<file path="config.mk">
export PLATFORM = sky130hd
export DESIGN_NAME = bus_err_addr_tracker
export DESIGN_NICKNAME = d
export VERILOG_FILES = /design/src/rtl/bus_err_pkg.sv /design/src/rtl/bus_err_addr_fifo.sv /design/src/rtl/bus_err_addr_tracker.sv
export SDC_FILE = /design/constraint.sdc
export NUM_CORES = 1
export LEC_CHECK = 0
export ABC_AREA = 0
export CAP_MARGIN = 20
export CORE_MARGIN = 3
export CORE_UTILIZATION = 50
export CTS_CLUSTER_DIAMETER = 150
export DETAILED_ROUTE_END_ITERATION = 16
export HOLD_SLACK_MARGIN = 0.05
export PLACE_DENSITY = 0.67
export SYNTH_ARGS = -nofsm -noshare
export SYNTH_HDL_FRONTEND = slang
export SYNTH_SLANG_ARGS = --single-unit
</file>
<file path="constraint.sdc">
create_clock -name clk_i -period 5.1 [get_ports clk_i]
set_input_delay 0.765 -clock clk_i [delete_from_list [all_inputs] [get_ports clk_i]]
set_output_delay 0.765 -clock clk_i [all_outputs]
set_load 0.05 [all_outputs]
</file>
<file path="src/rtl/bus_err_pkg.sv">
`default_nettype none
// ============================================================================
// Module   : bus_err_pkg
// Purpose  : Shared configuration, error-record type and error classifier for
//            the bus error address tracker and its per-channel FIFOs.
// Contents : Cfg* configuration constants, ChanIdxWidth, err_rec_t, is_err().
// Revision : 1.0 - initial release
// ============================================================================
package bus_err_pkg;

  // Configuration the error record type is built from. The tracker's
  // parameters default to these values and must stay consistent with them.
  localparam int unsigned CfgAddrWidth      = 32;
  localparam int unsigned CfgErrBits        = 2;
  localparam int unsigned CfgNumChannels    = 4;
  localparam int unsigned CfgNumOutstanding = 4;

  // A single channel still needs a one-bit index field.
  localparam int unsigned ChanIdxWidth =
      (CfgNumChannels > 1) ? $clog2(CfgNumChannels) : 1;

  typedef struct packed {
    logic [CfgAddrWidth-1:0] addr;
    logic [CfgErrBits-1:0]   code;
    logic [ChanIdxWidth-1:0] chan;
  } err_rec_t;

  // Bit 1 covers SLVERR/DECERR; EXOKAY (01) is a success. Any user bit above
  // the AXI resp field also marks the beat as erroring.
  function automatic logic is_err(input logic [CfgErrBits-1:0] code);
    return code[1] | ((code >> 2) != '0);
  endfunction

endpackage
`default_nettype wire

</file>
<file path="src/rtl/bus_err_addr_fifo.sv">
`default_nettype none
// ============================================================================
// Module   : bus_err_addr_fifo
// Purpose  : Request-address FIFO for one ID channel. Push and pop must be
//            pre-qualified by the caller (no push when full unless a pop
//            happens in the same cycle, no pop when empty).
// Ports    : clk, rst_n (async, active-low)
//            push, wdata     - write an address at the tail
//            pop             - drop the head entry
//            head            - current head address
//            full, empty     - occupancy flags
// Revision : 1.0 - initial release
// ============================================================================
module bus_err_addr_fifo #(
  parameter int unsigned Width = 32,
  parameter int unsigned Depth = 4
) (
  input  logic             clk,
  input  logic             rst_n,
  input  logic             push,
  input  logic             pop,
  input  logic [Width-1:0] wdata,
  output logic [Width-1:0] head,
  output logic             full,
  output logic             empty
);

  localparam int unsigned PtrWidth = (Depth > 1) ? $clog2(Depth) : 1;
  localparam int unsigned CntWidth = $clog2(Depth + 1);

  logic [Width-1:0]    mem [Depth];
  logic [PtrWidth-1:0] wr_ptr;
  logic [PtrWidth-1:0] rd_ptr;
  logic [CntWidth-1:0] count;

  // Pointers wrap at Depth, which need not be a power of two.
  function automatic logic [PtrWidth-1:0] ptr_inc(input logic [PtrWidth-1:0] p);
    return (p == PtrWidth'(Depth - 1)) ? '0 : p + PtrWidth'(1);
  endfunction

  always_ff @(posedge clk or negedge rst_n) begin
    if (!rst_n) begin
      wr_ptr <= '0;
      rd_ptr <= '0;
      count  <= '0;
    end else begin
      if (push) wr_ptr <= ptr_inc(wr_ptr);
      if (pop)  rd_ptr <= ptr_inc(rd_ptr);
      case ({push, pop})
        2'b10:   count <= count + CntWidth'(1);
        2'b01:   count <= count - CntWidth'(1);
        default: count <= count;
      endcase
    end
  end

  // Storage carries no reset; validity is tracked entirely by count.
  always_ff @(posedge clk) begin
    if (push) mem[wr_ptr] <= wdata;
  end

  assign head  = mem[rd_ptr];
  assign full  = (count == CntWidth'(Depth));
  assign empty = (count == '0);

endmodule
`default_nettype wire

</file>
<file path="src/rtl/bus_err_addr_tracker.sv">
`default_nettype none
// ============================================================================
// Module   : bus_err_addr_tracker
// Purpose  : Per-ID request address tracking with error-event capture. Each
//            request address is queued per channel; in-order responses are
//            matched to the queue head and the first erroring beat of a burst
//            produces one registered error record on a valid/ready stream.
// Ports    : clk_i, rst_ni (async, active-low)
//            req_hs_valid_i/req_addr_i     - one-hot request handshake + addr
//            rsp_hs_valid_i/rsp_burst_last_i/rsp_err_i - response beats
//            err_valid_o/err_ready_i, err_addr_o/err_code_o/err_chan_o
//                                          - error record stream
//            err_drop_o  - one-cycle pulse when a record is lost
//            proto_err_o - sticky protocol violation flag
// Option   : `define BUS_ERR_ADDR_TRACKER_DROP_CNT_EN adds err_drop_clr_i and
//            err_drop_cnt_o (8-bit saturating drop counter).
// Revision : 1.0 - initial release
// ============================================================================
module bus_err_addr_tracker
  import bus_err_pkg::*;
#(
  parameter int unsigned AddrWidth      = CfgAddrWidth,
  parameter int unsigned ErrBits        = CfgErrBits,
  parameter int unsigned NumChannels    = CfgNumChannels,
  parameter int unsigned NumOutstanding = CfgNumOutstanding
) (
  input  logic                    clk_i,
  input  logic                    rst_ni,
  input  logic [NumChannels-1:0]  req_hs_valid_i,
  input  logic [AddrWidth-1:0]    req_addr_i,
  input  logic [NumChannels-1:0]  rsp_hs_valid_i,
  input  logic [NumChannels-1:0]  rsp_burst_last_i,
  input  logic [ErrBits-1:0]      rsp_err_i,
  output logic                    err_valid_o,
  input  logic                    err_ready_i,
  output logic [AddrWidth-1:0]    err_addr_o,
  output logic [ErrBits-1:0]      err_code_o,
  output logic [ChanIdxWidth-1:0] err_chan_o,
  output logic                    err_drop_o,
`ifdef BUS_ERR_ADDR_TRACKER_DROP_CNT_EN
  input  logic                    err_drop_clr_i,
  output logic [7:0]              err_drop_cnt_o,
`endif
  output logic                    proto_err_o
);

  logic [NumChannels-1:0] fifo_empty;
  logic [NumChannels-1:0] fifo_full;
  logic [AddrWidth-1:0]   fifo_head [NumChannels];
  logic [NumChannels-1:0] push_ok;
  logic [NumChannels-1:0] pop_ok;
  logic [NumChannels-1:0] proto_hit;
  logic [NumChannels-1:0] cand;
  logic [NumChannels-1:0] burst_err_seen;
  logic                   beat_is_err;

  err_rec_t               win_rec;
  logic                   win_any;
  logic                   multi_cand;
  logic                   load_ok;
  logic                   drop_next;
  err_rec_t               rec;

  assign beat_is_err = is_err(rsp_err_i);

  generate
    for (genvar c = 0; c < NumChannels; c++) begin : g_chan
      // A pop needs a non-empty FIFO; a same-cycle push never satisfies it.
      assign pop_ok[c]  = rsp_hs_valid_i[c] & rsp_burst_last_i[c] & ~fifo_empty[c];
      // A full FIFO still accepts the push if its head leaves this cycle.
      assign push_ok[c] = req_hs_valid_i[c] & (~fifo_full[c] | pop_ok[c]);

      assign proto_hit[c] = (rsp_hs_valid_i[c] & fifo_empty[c]) |
                            (req_hs_valid_i[c] & fifo_full[c] & ~pop_ok[c]);

      // Only the first erroring beat of a burst with a matching request counts.
      assign cand[c] = rsp_hs_valid_i[c] & ~fifo_empty[c] & beat_is_err &
                       ~burst_err_seen[c];

      bus_err_addr_fifo #(
        .Width (AddrWidth),
        .Depth (NumOutstanding)
      ) u_fifo (
        .clk   (clk_i),
        .rst_n (rst_ni),
        .push  (push_ok[c]),
        .pop   (pop_ok[c]),
        .wdata (req_addr_i),
        .head  (fifo_head[c]),
        .full  (fifo_full[c]),
        .empty (fifo_empty[c])
      );

      always_ff @(posedge clk_i or negedge rst_ni) begin
        if (!rst_ni) begin
          burst_err_seen[c] <= 1'b0;
        end else if (rsp_hs_valid_i[c] && !fifo_empty[c]) begin
          if (rsp_burst_last_i[c]) begin
            burst_err_seen[c] <= 1'b0;
          end else if (beat_is_err) begin
            burst_err_seen[c] <= 1'b1;
          end
        end
      end
    end
  endgenerate

  // Scan from the top down so the lowest erroring channel is assigned last.
  always_comb begin
    win_rec = '0;
    win_any = 1'b0;
    for (int c = int'(NumChannels) - 1; c >= 0; c--) begin
      if (cand[c]) begin
        win_any      = 1'b1;
        win_rec.addr = fifo_head[c];
        win_rec.code = rsp_err_i;
        win_rec.chan = ChanIdxWidth'(c);
      end
    end
  end

  // More than one candidate bit set means at least one loser.
  assign multi_cand = |(cand & (cand - NumChannels'(1)));
  assign load_ok    = ~err_valid_o | err_ready_i;
  assign drop_next  = multi_cand | (win_any & ~load_ok);

  always_ff @(posedge clk_i or negedge rst_ni) begin
    if (!rst_ni) begin
      rec         <= '0;
      err_valid_o <= 1'b0;
      err_drop_o  <= 1'b0;
      proto_err_o <= 1'b0;
    end else begin
      err_drop_o <= drop_next;
      if (|proto_hit) proto_err_o <= 1'b1;
      if (win_any && load_ok) begin
        err_valid_o <= 1'b1;
        rec         <= win_rec;
      end else if (err_ready_i) begin
        err_valid_o <= 1'b0;
      end
    end
  end

  assign err_addr_o = rec.addr;
  assign err_code_o = rec.code;
  assign err_chan_o = rec.chan;

`ifdef BUS_ERR_ADDR_TRACKER_DROP_CNT_EN
  // Counts alongside the err_drop_o pulse; a clear that coincides with a drop
  // restarts the count at one.
  logic [7:0] drop_cnt;

  always_ff @(posedge clk_i or negedge rst_ni) begin
    if (!rst_ni) begin
      drop_cnt <= 8'd0;
    end else if (err_drop_clr_i) begin
      drop_cnt <= drop_next ? 8'd1 : 8'd0;
    end else if (drop_next && drop_cnt != 8'hFF) begin
      drop_cnt <= drop_cnt + 8'd1;
    end
  end

  assign err_drop_cnt_o = drop_cnt;
`endif

endmodule
`default_nettype wire

</file>
# Yosys cells after proc, flatten, opt, wreduce, memory -nomap -nowiden
# Memories as Yosys holds them, arrays and structs flattened.
# Cells that the tools add are included.
[word_totals]
regBits = 71
ramBits = 512
out_inout_bits = 39
wordCells = 192
memories = 4
[mem_list]
columns = ["memory", "depth", "word_bits", "read_ports", "rd_ports_with_merged_regs", "wr", "line", "source"]
rows = [
  ["g_chan[0].u_fifo.mem", 4, 32, 1, 0, 1, "bus_err_addr_fifo.sv:31", "logic [Width-1:0] mem [Depth];"],
  ["g_chan[1].u_fifo.mem", 4, 32, 1, 0, 1, "bus_err_addr_fifo.sv:31", ""],
  ["g_chan[2].u_fifo.mem", 4, 32, 1, 0, 1, "bus_err_addr_fifo.sv:31", ""],
  ["g_chan[3].u_fifo.mem", 4, 32, 1, 0, 1, "bus_err_addr_fifo.sv:31", ""],
]
[classes]
addsub = 17
n_eq_ne = 20
mux = 35
bitwise = 66
n_reduce_logical = 28
[op_table]
columns = ["operator", "n"]
rows = [
  ["36-bit two-way mux", 4],
  ["1-bit bitwise AND", 37],
  ["2-bit equality test, second input constant", 12],
  ["3-bit case mux with 2 select lines", 4],
  ["1-bit two-way mux", 19],
  ["1-bit inverter", 18],
  ["2-bit nonzero test", 9],
  ["2-bit by 1-bit adder with 2-bit output, second input constant", 8],
  ["2-bit two-way mux", 8],
  ["3-bit by 1-bit adder with 3-bit output, second input constant", 4],
  ["3-bit equality test, second input constant", 4],
  ["3-bit zero test", 4],
  ["3-bit by 1-bit subtractor with 3-bit output, second input constant", 4],
  ["1-bit bitwise OR", 10],
  ["2-bit by 1-bit equality test with 1-bit output, second input constant", 4],
  ["2-bit AND reduction", 4],
  ["4-bit OR reduction", 2],
  ["1-bit logical AND", 5],
  ["4-bit bitwise AND", 1],
  ["1-bit zero test", 4],
  ["4-bit by 1-bit subtractor with 4-bit output, second input constant", 1],
]

# Depth between registers and ports, before layout
# Gate-level depths: netlist (run 1).
[depth]
ltp_word = 11
depth_mapped = 10
ltp_nobuf = 10

# Cells and area by module
# From an unflattened synthesis (run 1), not the netlist that was laid out.
[hier_totals]
hier_cells = 1190
area_unflattened_um2 = 23196.0
[modules_own_cells]
columns = ["module", "instances", "cells_per_inst", "area_each_um2", "seq_area_each_um2"]
rows = [
  ["bus_err_addr_fifo (g_chan[0].u_fifo ...)", 3, 206, 5084.9, 4018.9],
  ["bus_err_addr_fifo (g_chan[2].u_fifo)", 1, 207, 5083.6, 4018.9],
  ["bus_err_addr_tracker", 1, 365, 2857.7, 1076.0],
]

# Worst setup path before layout (run 1)
# No wires, ideal clock.
[synth_path]
path_type = "input port to flip-flop"
from = "input port rsp_hs_valid_i[0]"
to = "memory g_chan[0].u_fifo.mem[3][0], enable pin"
arrival_ns = 2.034
t_required_ns = 4.708
slack_ns = 2.674
stages = 3
path_buffers = 0
cell_sequence = "nand2_1 -> a31oi_1 -> and2_1"
[synth_via]
elab_chain_cells = 6
[synth_rtl]
columns = ["element", "line", "source"]
rows = [
  ["start: declaration", "bus_err_addr_tracker.sv:31", "input logic [NumChannels-1:0] rsp_hs_valid_i,"],
  ["1-bit bitwise AND (2 in a row)", "bus_err_addr_tracker.sv:69", "assign pop_ok[c] = rsp_hs_valid_i[c] & rsp_burst_last_i[c] & ~fifo_empty[c];"],
  ["1-bit bitwise OR", "bus_err_addr_tracker.sv:71", "assign push_ok[c] = req_hs_valid_i[c] & (~fifo_full[c] | pop_ok[c]);"],
  ["1-bit bitwise AND", "bus_err_addr_tracker.sv:71", ""],
  ["1-bit two-way mux", "bus_err_addr_fifo.sv:59", "if (push) mem[wr_ptr] <= wdata;"],
  ["1-bit two-way mux (implied by the code)", "bus_err_addr_fifo.sv:59", ""],
  ["end: declaration", "bus_err_addr_fifo.sv:31", ""],
]
# Every way passes these cells.

# Worst setup path in the final report (run 1)
[layout_path]
from = "input port rsp_err_i[1]"
to = "register rec (netlist bit err_addr_o[25])"
[layout_via]
elab_chain_cells = 7
word_cells_on_any_way = 17
[layout_rtl]
columns = ["element", "line", "source"]
rows = [
  ["start: declaration", "bus_err_addr_tracker.sv:33", "input logic [ErrBits-1:0] rsp_err_i,"],
  ["1-bit bitwise AND (2 in a row)", "bus_err_addr_tracker.sv:77", "assign cand[c] = rsp_hs_valid_i[c] & ~fifo_empty[c] & beat_is_err &"],
  ["1-bit two-way mux (4 in a row)", "bus_err_addr_tracker.sv:113", "if (cand[c]) begin"],
  ["1-bit logical AND", "bus_err_addr_tracker.sv:136", "if (win_any && load_ok) begin"],
  ["end signal: assignment", "bus_err_addr_tracker.sv:138", "rec <= win_rec;"],
  ["end: declaration", "bus_err_addr_tracker.sv:62", "err_rec_t rec;"],
]
# Parallel ways exist; a longest one is shown, timed or not.
# A chain may end at the register's enable or synchronous reset.

==> impl_results.md, run 1 <==
- Status: complete, no violations
- Final instance area: ~26000 µm²
- Worst-path cell chain: clkdlybuf4s50_1, o311a_4, and2_2, a22oi_1, a21o_1, a31oi_1
- Average detailed-routed wire length per instance: roughly 25 µm
- Placement-stage cell area: 24300 µm²
- Total number of H-tree levels: 2
- Top layer in use: met5
- Synthesized net count: 1239
- Path type of the worst setup path: in2reg
- Layout cell share with drive strength beyond 1: 20.9%
- Root Buffer: sky130_fd_sc_hd__clkbuf_16
- Final Util: 58.8%
- Post-Syn Area per Cell: 19.6 µm²
- Cell taking the most area after synthesis: sky130_fd_sc_hd__edfxtp_1
- Final worst-path cycle share: 54.1%
- Total number of clock tree sinks: 583
- Antenna violations before repair: 2
- Warnings from Yosys: 0
- Total count of hold-check failures in the final report: 0
- Global-route wire length before repair: approximately 74000 µm
- Worst EP arrival: 3.28 ns
- CTS Hold Buffers Added: 0
- Share of synthesized area occupied by flip-flops and latches: 75.2%
- DR DRC count: 0
- Most used flip-flop cell after synthesis: sky130_fd_sc_hd__edfxtp_1
- Routed via count: approximately 11k
- Final critical-path setup slack: 2.34 ns
- Reg-to-reg startpoint: g_chan[3].u_fifo.rd_ptr[0]
- Initial core utilization: 51.1%
- Part of the power in the clock network: between 20% and 30%
- Vert. Die Dim: 220 µm
- Net switching power: 4.91 mW
- # IOs: 88
- Number of buffers created by CTS: 57
- Unrepaired setup endpoints after global routing: no
- Count of antenna-violating nets left after detailed routing: 0
- Core Rows: 77
- Post-layout min period: 2.76 ns
- IO buf count: between 80 and 90
- Number of instances in the synthesized netlist: around 1.2k
- Wl on met1: between 20000 and 25000 µm
- Top post-synthesis cells by count: 512 x sky130_fd_sc_hd__edfxtp_1, 128 x sky130_fd_sc_hd__mux4_2, 71 x sky130_fd_sc_hd__dfrtp_1
- Total Nets Final: 1342
- Overall Power: 15.5 mW
- Clock Pin Slew Worst Setup and Hold Paths: 0.06 ns
- Critical path endpoint category: flop
- Slew of the pin with the lowest slew margin: 1.12 ns
- Setup Skew: approximately 0.021 ns
- Peak Freq: 0.362 GHz
- Detailed-routing iteration count for the pre-antenna-repair pass: 5
- Worst reg2reg setup slack: 2.56 ns
- Share of flip-flops with an asynchronous set or reset: 12.2%
- Leading post-synthesis cells by cell area: sky130_fd_sc_hd__edfxtp_1 67%, sky130_fd_sc_hd__mux4_2 13%, sky130_fd_sc_hd__dfrtp_1 7.8%, sky130_fd_sc_hd__ha_1 1.3%, sky130_fd_sc_hd__a21o_1 1.2%
- Required time at the endpoint of the critical path: 5.62 ns
- Overall die area: 48200 µm²
- Overall fraction of global-route tracks in use: 20.7%
- Met3 wire len: 2560 µm
- Largest incremental delay on the critical path: approximately 0.85 ns
- Largest net degree at the start of global routing: 71
- Power density cells: 592 nW/µm²
- Clock tree from TritonCTS: done
- Part of the power in registers: 46.5%
- Number of global-route vias before repair: 11.7k
- Post-Place Worst Slack: 1.73 ns
- Worst setup path start: rsp_err_i[1]
- Setup TNS: 0 ns
- Switching share of total power: 31.6%
- Total detailed-routing wirelength: 48300 µm
- Leakage: just under 9 nW
- Met2 WL: 24000 µm
- Portion of synthesized cell area occupied by the leading cell type: 67.4%
- End of the worst register-to-register path: err_addr_o[21]
- Global-route congestion overflow total: 0
- Path type of the worst min-delay path: in2async
- Number of buffers inserted to repair setup after CTS: 0
- Kind of start point of the critical path: input port
- Post-detailed-route via-to-cell ratio: 5.91
- Combinational power share: 26.4%
- Total half-perimeter wirelength after legalization and detailed placement: 26500 µm
- Post-synth EDFFs: 512
- Final weighted congestion in routability-driven placement: approximately 0.72
- #FFs+latches synth: a little under 600
- Count of filler cells inserted in the layout: 3286
- Post-synthesis cell area: 22800 µm²
- Reg2reg path depth: 5
- Iter 0 DRT Violations: 925
- Relative slew slack: 25.5%
- Clock latency on the worst-skew pair: 0.61 ns
- Number of maximum-capacitance constraint violations: 0
- Final Max Tran Viols: 0
- Final setup fails: 0
- Slowest library cell on the worst path: sky130_fd_sc_hd__and2_2
- Internal power summed over all cells: 10.6 mW
- Non-Filler Instances: 1906
- Maximum root-to-sink buffer count: 3
- Area inside the core boundary: 44600 µm²
- Synthesis-to-layout area growth: 15.0%
- Worst Hold Slack: ~0.1 ns
- Overall die width: 220 µm
- Worst Path Max Fanout: 33
- Cells after DPL: around 1.8k
- Count of different cell masters after synthesis: 46
- Most frequent cell after synthesis: sky130_fd_sc_hd__edfxtp_1
- Worst IR Drop VDD: 0.437 mV
- Number of instances resized during post-cts repair: 0
power groups by stage:
| stage | Combinational [mW] | Sequential [mW] | Clock, mW |
|---|---|---|---|
| after detailed placement | 4.13 | 7.34 | 0 |
| after floorplan | 2.72 | 7.24 | 0 |
| after global routing | 4.44 | 7.35 | 4.48 |
| after global placement | 4.07 | 7.30 | 0 |
| after CTS | 4.14 | 7.25 | 4.29 |
| final | 4.10 | 7.22 | 4.21 |
logic make-up (layout without fill, tap and decap cells):
kind of cell / Yosys count / after routing / share of synthesized area [%]
buffers and inverters: 92 / 243 / 1.91
DFF: 583 / 583 / 75.2
and+or+nand+nor: 149 / 149 / 2.93
muxes: 133 / 133 / 12.9
xor gates and xnor gates: 12 / 12 / 0.461
other: 0 / 1 / 0
adders and majority gates: 29 / 29 / 1.71
AOI/OAI and AO/OA: 164 / 164 / 4.92
cells in the final DEF, fill, tap and decap left out, types with 2 or more instances in the layout:
master                            instances
sky130_fd_sc_hd__edfxtp_1               512
sky130_fd_sc_hd__mux4_2                 128
sky130_fd_sc_hd__clkdlybuf4s50_1         86
sky130_fd_sc_hd__dfrtp_1                 63
sky130_fd_sc_hd__clkbuf_16               58
sky130_fd_sc_hd__nand2_1                 56
sky130_fd_sc_hd__nor2_1                  47
sky130_fd_sc_hd__o21ai_0                 42
sky130_fd_sc_hd__a21o_1                  36
sky130_fd_sc_hd__a31oi_1                 34
sky130_fd_sc_hd__inv_1                   32
sky130_fd_sc_hd__a22oi_1                 32
sky130_fd_sc_hd__ha_1                    24
sky130_fd_sc_hd__buf_4                   16
sky130_fd_sc_hd__clkbuf_8                13
sky130_fd_sc_hd__clkbuf_1                13
sky130_fd_sc_hd__clkinv_2                10
sky130_fd_sc_hd__nor3_1                   9
sky130_fd_sc_hd__and2_2                   9
sky130_fd_sc_hd__a21oi_1                  9
sky130_fd_sc_hd__and3_2                   8
sky130_fd_sc_hd__xor2_1                   8
sky130_fd_sc_hd__dfrtp_2                  8
sky130_fd_sc_hd__clkinvlp_4               5
sky130_fd_sc_hd__nand3_1                  4
sky130_fd_sc_hd__xnor2_1                  4
sky130_fd_sc_hd__fa_1                     4
sky130_fd_sc_hd__nand3b_1                 3
sky130_fd_sc_hd__mux2_2                   3
sky130_fd_sc_hd__bufinv_16                3
sky130_fd_sc_hd__o31a_1                   2
sky130_fd_sc_hd__and2_1                   2
sky130_fd_sc_hd__nand2b_1                 2
sky130_fd_sc_hd__or3_1                    2
sky130_fd_sc_hd__mux2i_1                  2
sky130_fd_sc_hd__nand4_1                  2
sky130_fd_sc_hd__clkinv_4                 2
sky130_fd_sc_hd__buf_16                   2
routing by layer:
metal	global-route usage, %	vias up
met5	0	-
met4	5.75	2
met3	3.17	89
met2	34.6	346
met1	28.8	5936
li1	-	4886
registers in the layout (all words and copies together) (netlist names):
signal / cells
g_chan.u_fifo.rd_ptr: 8
g_chan.u_fifo.count: 12
err_drop_o: 1
err_chan_o: 2
g_chan.u_fifo.wr_ptr: 8
err_code_o: 2
err_addr_o: 32
err_valid_o: 1
g_chan.u_fifo.mem: 512
burst_err_seen: 4
proto_err_o: 1
critical path, delay by kind of cell:
family / cells / cell delay [ns]
AOI/OAI and AO/OA: 4 / 0.96
and+or+nand+nor: 1 / 0.85
buffers and inverters: 1 / 0.69
worst max-delay path by stage:
stage	endpoint	cells after the start
6_report	err_addr_o[25]	6
3_5_place_dp	err_addr_o[16]	6
5_1_grt	g_chan[1].u_fifo.mem[2][27]	4
4_1_cts	g_chan[1].u_fifo.mem[1][27]	4
2_1_floorplan	g_chan[0].u_fifo.mem[3][0]	3
3_3_place_gp	err_addr_o[25]	6
layout make-up:
| type | count | area (µm²) | share of cell area, % |
|---|---|---|---|
| antenna | 1 | 2.50 | 0.00954 |
| clock buffer | 84 | 1680 | 6.40 |
| clock inverter | 23 | 235 | 0.897 |
| inverter | 32 | 120 | 0.458 |
| multi-input combinational | 487 | 5260 | 20.1 |
| sequential | 583 | 17200 | 65.4 |
| tap | 592 | 741 | 2.82 |
| timing repair buffer | 104 | 1040 | 3.95 |
(Power assumes the default switching activity.)
==> run 2: changes to the inputs <==
==> constraint.sdc (replaced) <==
create_clock -name clk_i -period 2.8 [get_ports clk_i]
set_input_delay 0.42 -clock clk_i [delete_from_list [all_inputs] [get_ports clk_i]]
set_output_delay 0.42 -clock clk_i [all_outputs]
set_load 0.05 [all_outputs]
==> run 2 against run 1 <==
  * Register-to-register slack lost 1.9 ns
  * Sequential power up 75%
  * Via count is 0.85% higher
  * Clock-buffer cell count shrank 5
  * Utilization is 0.93 points higher
  * First-iteration DRC count grew 39%
  * Non-clock buffer count up 23
  * Critical path type is now reg2out
  * Largest cell class unchanged
==> impl_results.md, run 2 (synthesized netlist as in run 1, its figures left out) <==
- Part of the power in registers: 44.3% (was 46.5%)
- Net switching power: 8.91 mW (was 4.91 mW)
- Overall Power: 28.4 mW (was 15.5 mW)
- Number of buffers inserted to repair setup after CTS: 0 (unchanged)
- Path type of the worst setup path: reg2out (was in2reg)
- Layout cell share with drive strength beyond 1: 21.2% (was 20.9%)
- Count of filler cells inserted in the layout: 3230 (was 3286)
- Power density cells: 1070 nW/µm² (was 592 nW/µm²)
- Core Rows: 77 (unchanged)
- Worst EP arrival: 1.89 ns (was 3.28 ns)
- Most frequent cells in the layout: 512 x sky130_fd_sc_hd__edfxtp_1, 128 x sky130_fd_sc_hd__mux4_2, 86 x sky130_fd_sc_hd__clkdlybuf4s50_1 (unchanged)
- Status: complete, no violations (unchanged)
- Largest net degree at the start of global routing: 72 (was 71)
- Overall die width: 220 µm (unchanged)
- Total half-perimeter wirelength after legalization and detailed placement: 26200 µm (was 26500 µm)
- Part of the power in the clock network: 25.7% (was 27.1%)
- Vert. Die Dim: 220 µm (unchanged)
- # IOs: 88 (unchanged)
- DR DRC count: 0 (unchanged)
- End of the worst register-to-register path: g_chan[3].u_fifo.count[2] (was err_addr_o[21])
- Critical path endpoint category: output pin (was flop)
- Total detailed-routing wirelength: 48200 µm (was 48300 µm)
- Worst IR Drop VDD: 0.598 mV (was 0.437 mV)
- Final worst-path cycle share: 82.3%
- Leading cell type in the layout, fill and taps excluded: sky130_fd_sc_hd__edfxtp_1 (unchanged)
- Reg-to-reg startpoint: g_chan[3].u_fifo.count[0] (was g_chan[3].u_fifo.rd_ptr[0])
- Global-route congestion overflow total: 0 (unchanged)
- Required time at the endpoint of the critical path: 2.38 ns (was 5.62 ns)
- Routed via count: 11.4k (was 11.3k)
- Number of global-route vias before repair: 11.7k (about the same)
- Clock latency on the worst-skew pair: 0.61 ns (about the same)
- Post-layout min period: roughly 2.3 ns
- Total number of clock tree sinks: 583 (unchanged)
- Leakage: 8.93 nW (was 8.76 nW)
- Most flop-heavy register: g_chan.u_fifo.mem (unchanged)
- Worst-path cell chain: clkdlybuf4s50_1 (was clkdlybuf4s50_1, o311a_4, and2_2, a22oi_1, a21o_1, a31oi_1)
- Total count of hold-check failures in the final report: 0 (unchanged)
- Count of antenna-violating nets left after detailed routing: 0 (unchanged)
- Internal power summed over all cells: 19.5 mW (was 10.6 mW)
- Root Buffer: sky130_fd_sc_hd__clkbuf_16 (unchanged)
- Final instance area: 26600 µm² (was 26200 µm²)
- Overall fraction of global-route tracks in use: 20.6% (was 20.7%)
- Largest incremental delay on the critical path: 0.84 ns (was 0.85 ns)
- Placement-stage cell area: 24800 µm² (was 24300 µm²)
- Number of instances resized during post-cts repair: 0 (unchanged)
- Total number of H-tree levels: 2 (unchanged)
- Relative slew slack: 52.1% (was 25.5%)
- Post-detailed-route via-to-cell ratio: 5.89 (was 5.91)
- Synthesis-to-layout area growth: 16.8% (was 15.0%)
- Number of maximum-capacitance constraint violations: 0 (unchanged)
- Number of buffers created by CTS: 57 (unchanged)
- Total Nets Final: 1365 (was 1342)
- Area inside the core boundary: 44600 µm² (unchanged)
- Combinational power share: 30.0% (was 26.4%)
- Clock tree from TritonCTS: done (unchanged)
- Global-route wire length before repair: 73400 µm (was 73500 µm)
- Maximum root-to-sink buffer count: 3 (unchanged)
- Setup TNS: 0 ns (unchanged)
- Average detailed-routed wire length per instance: 25.0 µm (was 25.3 µm)
- Final weighted congestion in routability-driven placement: 0.733 (was 0.722)
- Path type of the worst min-delay path: in2async (unchanged)
- Iter 0 DRT Violations: 1282 (was 925)
- Overall die area: 48200 µm² (unchanged)
- Setup Skew: 0.0190 ns (was 0.0210 ns)
- Kind of start point of the critical path: flop (was input port)
- Area of combinational cells with multiple inputs: 5260 µm² (unchanged)
- Slew of the pin with the lowest slew margin: 0.719 ns (was 1.12 ns)
- Peak Freq: roughly 0.43 GHz
- CTS Hold Buffers Added: 1 (was 0)
- Buf/Inv on CP: 1 (unchanged)
- Final Max Tran Viols: 0 (unchanged)
- Final setup fails: 0 (unchanged)
- Switching share of total power: 31.4% (was 31.6%)
- Total area of sequential cells: 17200 µm² (unchanged)
- Worst path top cell family by delay: buffers and inverters (was compound AO/OA/AOI/OAI gates)
- Clock Pin Slew Worst Setup and Hold Paths: 0.06 ns (about the same)
- Unrepaired setup endpoints after global routing: no (unchanged)
- Slowest library cell on the worst path: sky130_fd_sc_hd__clkdlybuf4s50_1 (was sky130_fd_sc_hd__and2_2)
- Detailed-routing iteration count for the pre-antenna-repair pass: 5 (unchanged)
- Worst reg2reg setup slack: 0.62 ns (was 2.56 ns)
- Initial core utilization: 51.1% (unchanged)
- IO buf count: 87 (unchanged)
- Reg2reg path depth: 10 (was 5)
- Max reg flops: 512 (unchanged)
- Worst Path Max Fanout: 2 (was 33)
- Final Util: 59.7% (was 58.8%)
- Antenna violations before repair: 1 (was 2)
run 2: stage by stage:
step | cells | worst slack, ns | hold slack, ns
4_1_cts | 1926 | 0.459 | 0.391
5_1_grt | 1926 | 0.430 | 0.416
3_5_place_dp | 1820 | 0.193 | 0.457
3_3_place_gp | 1820 | 0.201 | 0.453
6_report | 1927 | 0.494 | 0.396
2_1_floorplan | 1162 | 0.719 | 0.124
run 2: power by group through the flow:
stage / sequential [mW] / clock [mW] / combinational [mW]
floorplan: 13.2 / 0 / 4.95
global placement: 12.7 / 0 / 8.56
detailed placement: 12.8 / 0 / 8.66
CTS: 12.6 / 7.46 / 8.68
global route: 12.8 / 7.82 / 9.21
finish: 12.6 / 7.31 / 8.53
run 2: area by class of cell:
class,instances,share of cell area [%]
tap,592,2.78
inverter,32,0.451
timing repair buffer,127,5.90
clock inverter,26,0.836
antenna,1,0.00939
multi-input combinational,487,19.7
clock buffer,79,5.89
sequential,583,64.4
run 2: layer usage:
layer  share of wire, %  up-vias  routed length [µm]  track usage (%)
met2                 49      407               23500             33.2
li1                   -     4937                   -                -
met1                 43     5946               20500             29.9
met5              0.035        -                  17                0
met3                6.8       63                3270             3.70
met4                1.8        2                 879             4.94
run 2: how the worst max path moves through the flow:
stage / from / endpoint / slack, ns / cells past startpoint
after floorplan: rsp_hs_valid_i[0] / g_chan[0].u_fifo.mem[3][0] / 0.72 / 3
after global placement: rsp_hs_valid_i[0] / g_chan[0].u_fifo.count[2] / 0.20 / 10
after global routing: g_chan[3].u_fifo.count[0] / g_chan[3].u_fifo.count[2] / 0.43 / 10
final: err_addr_o[31] / err_addr_o[31] / 0.49 / 1
after CTS: err_addr_o[17] / err_addr_o[17] / 0.46 / 1
after detailed placement: rsp_hs_valid_i[3] / g_chan[3].u_fifo.count[2] / 0.19 / 11
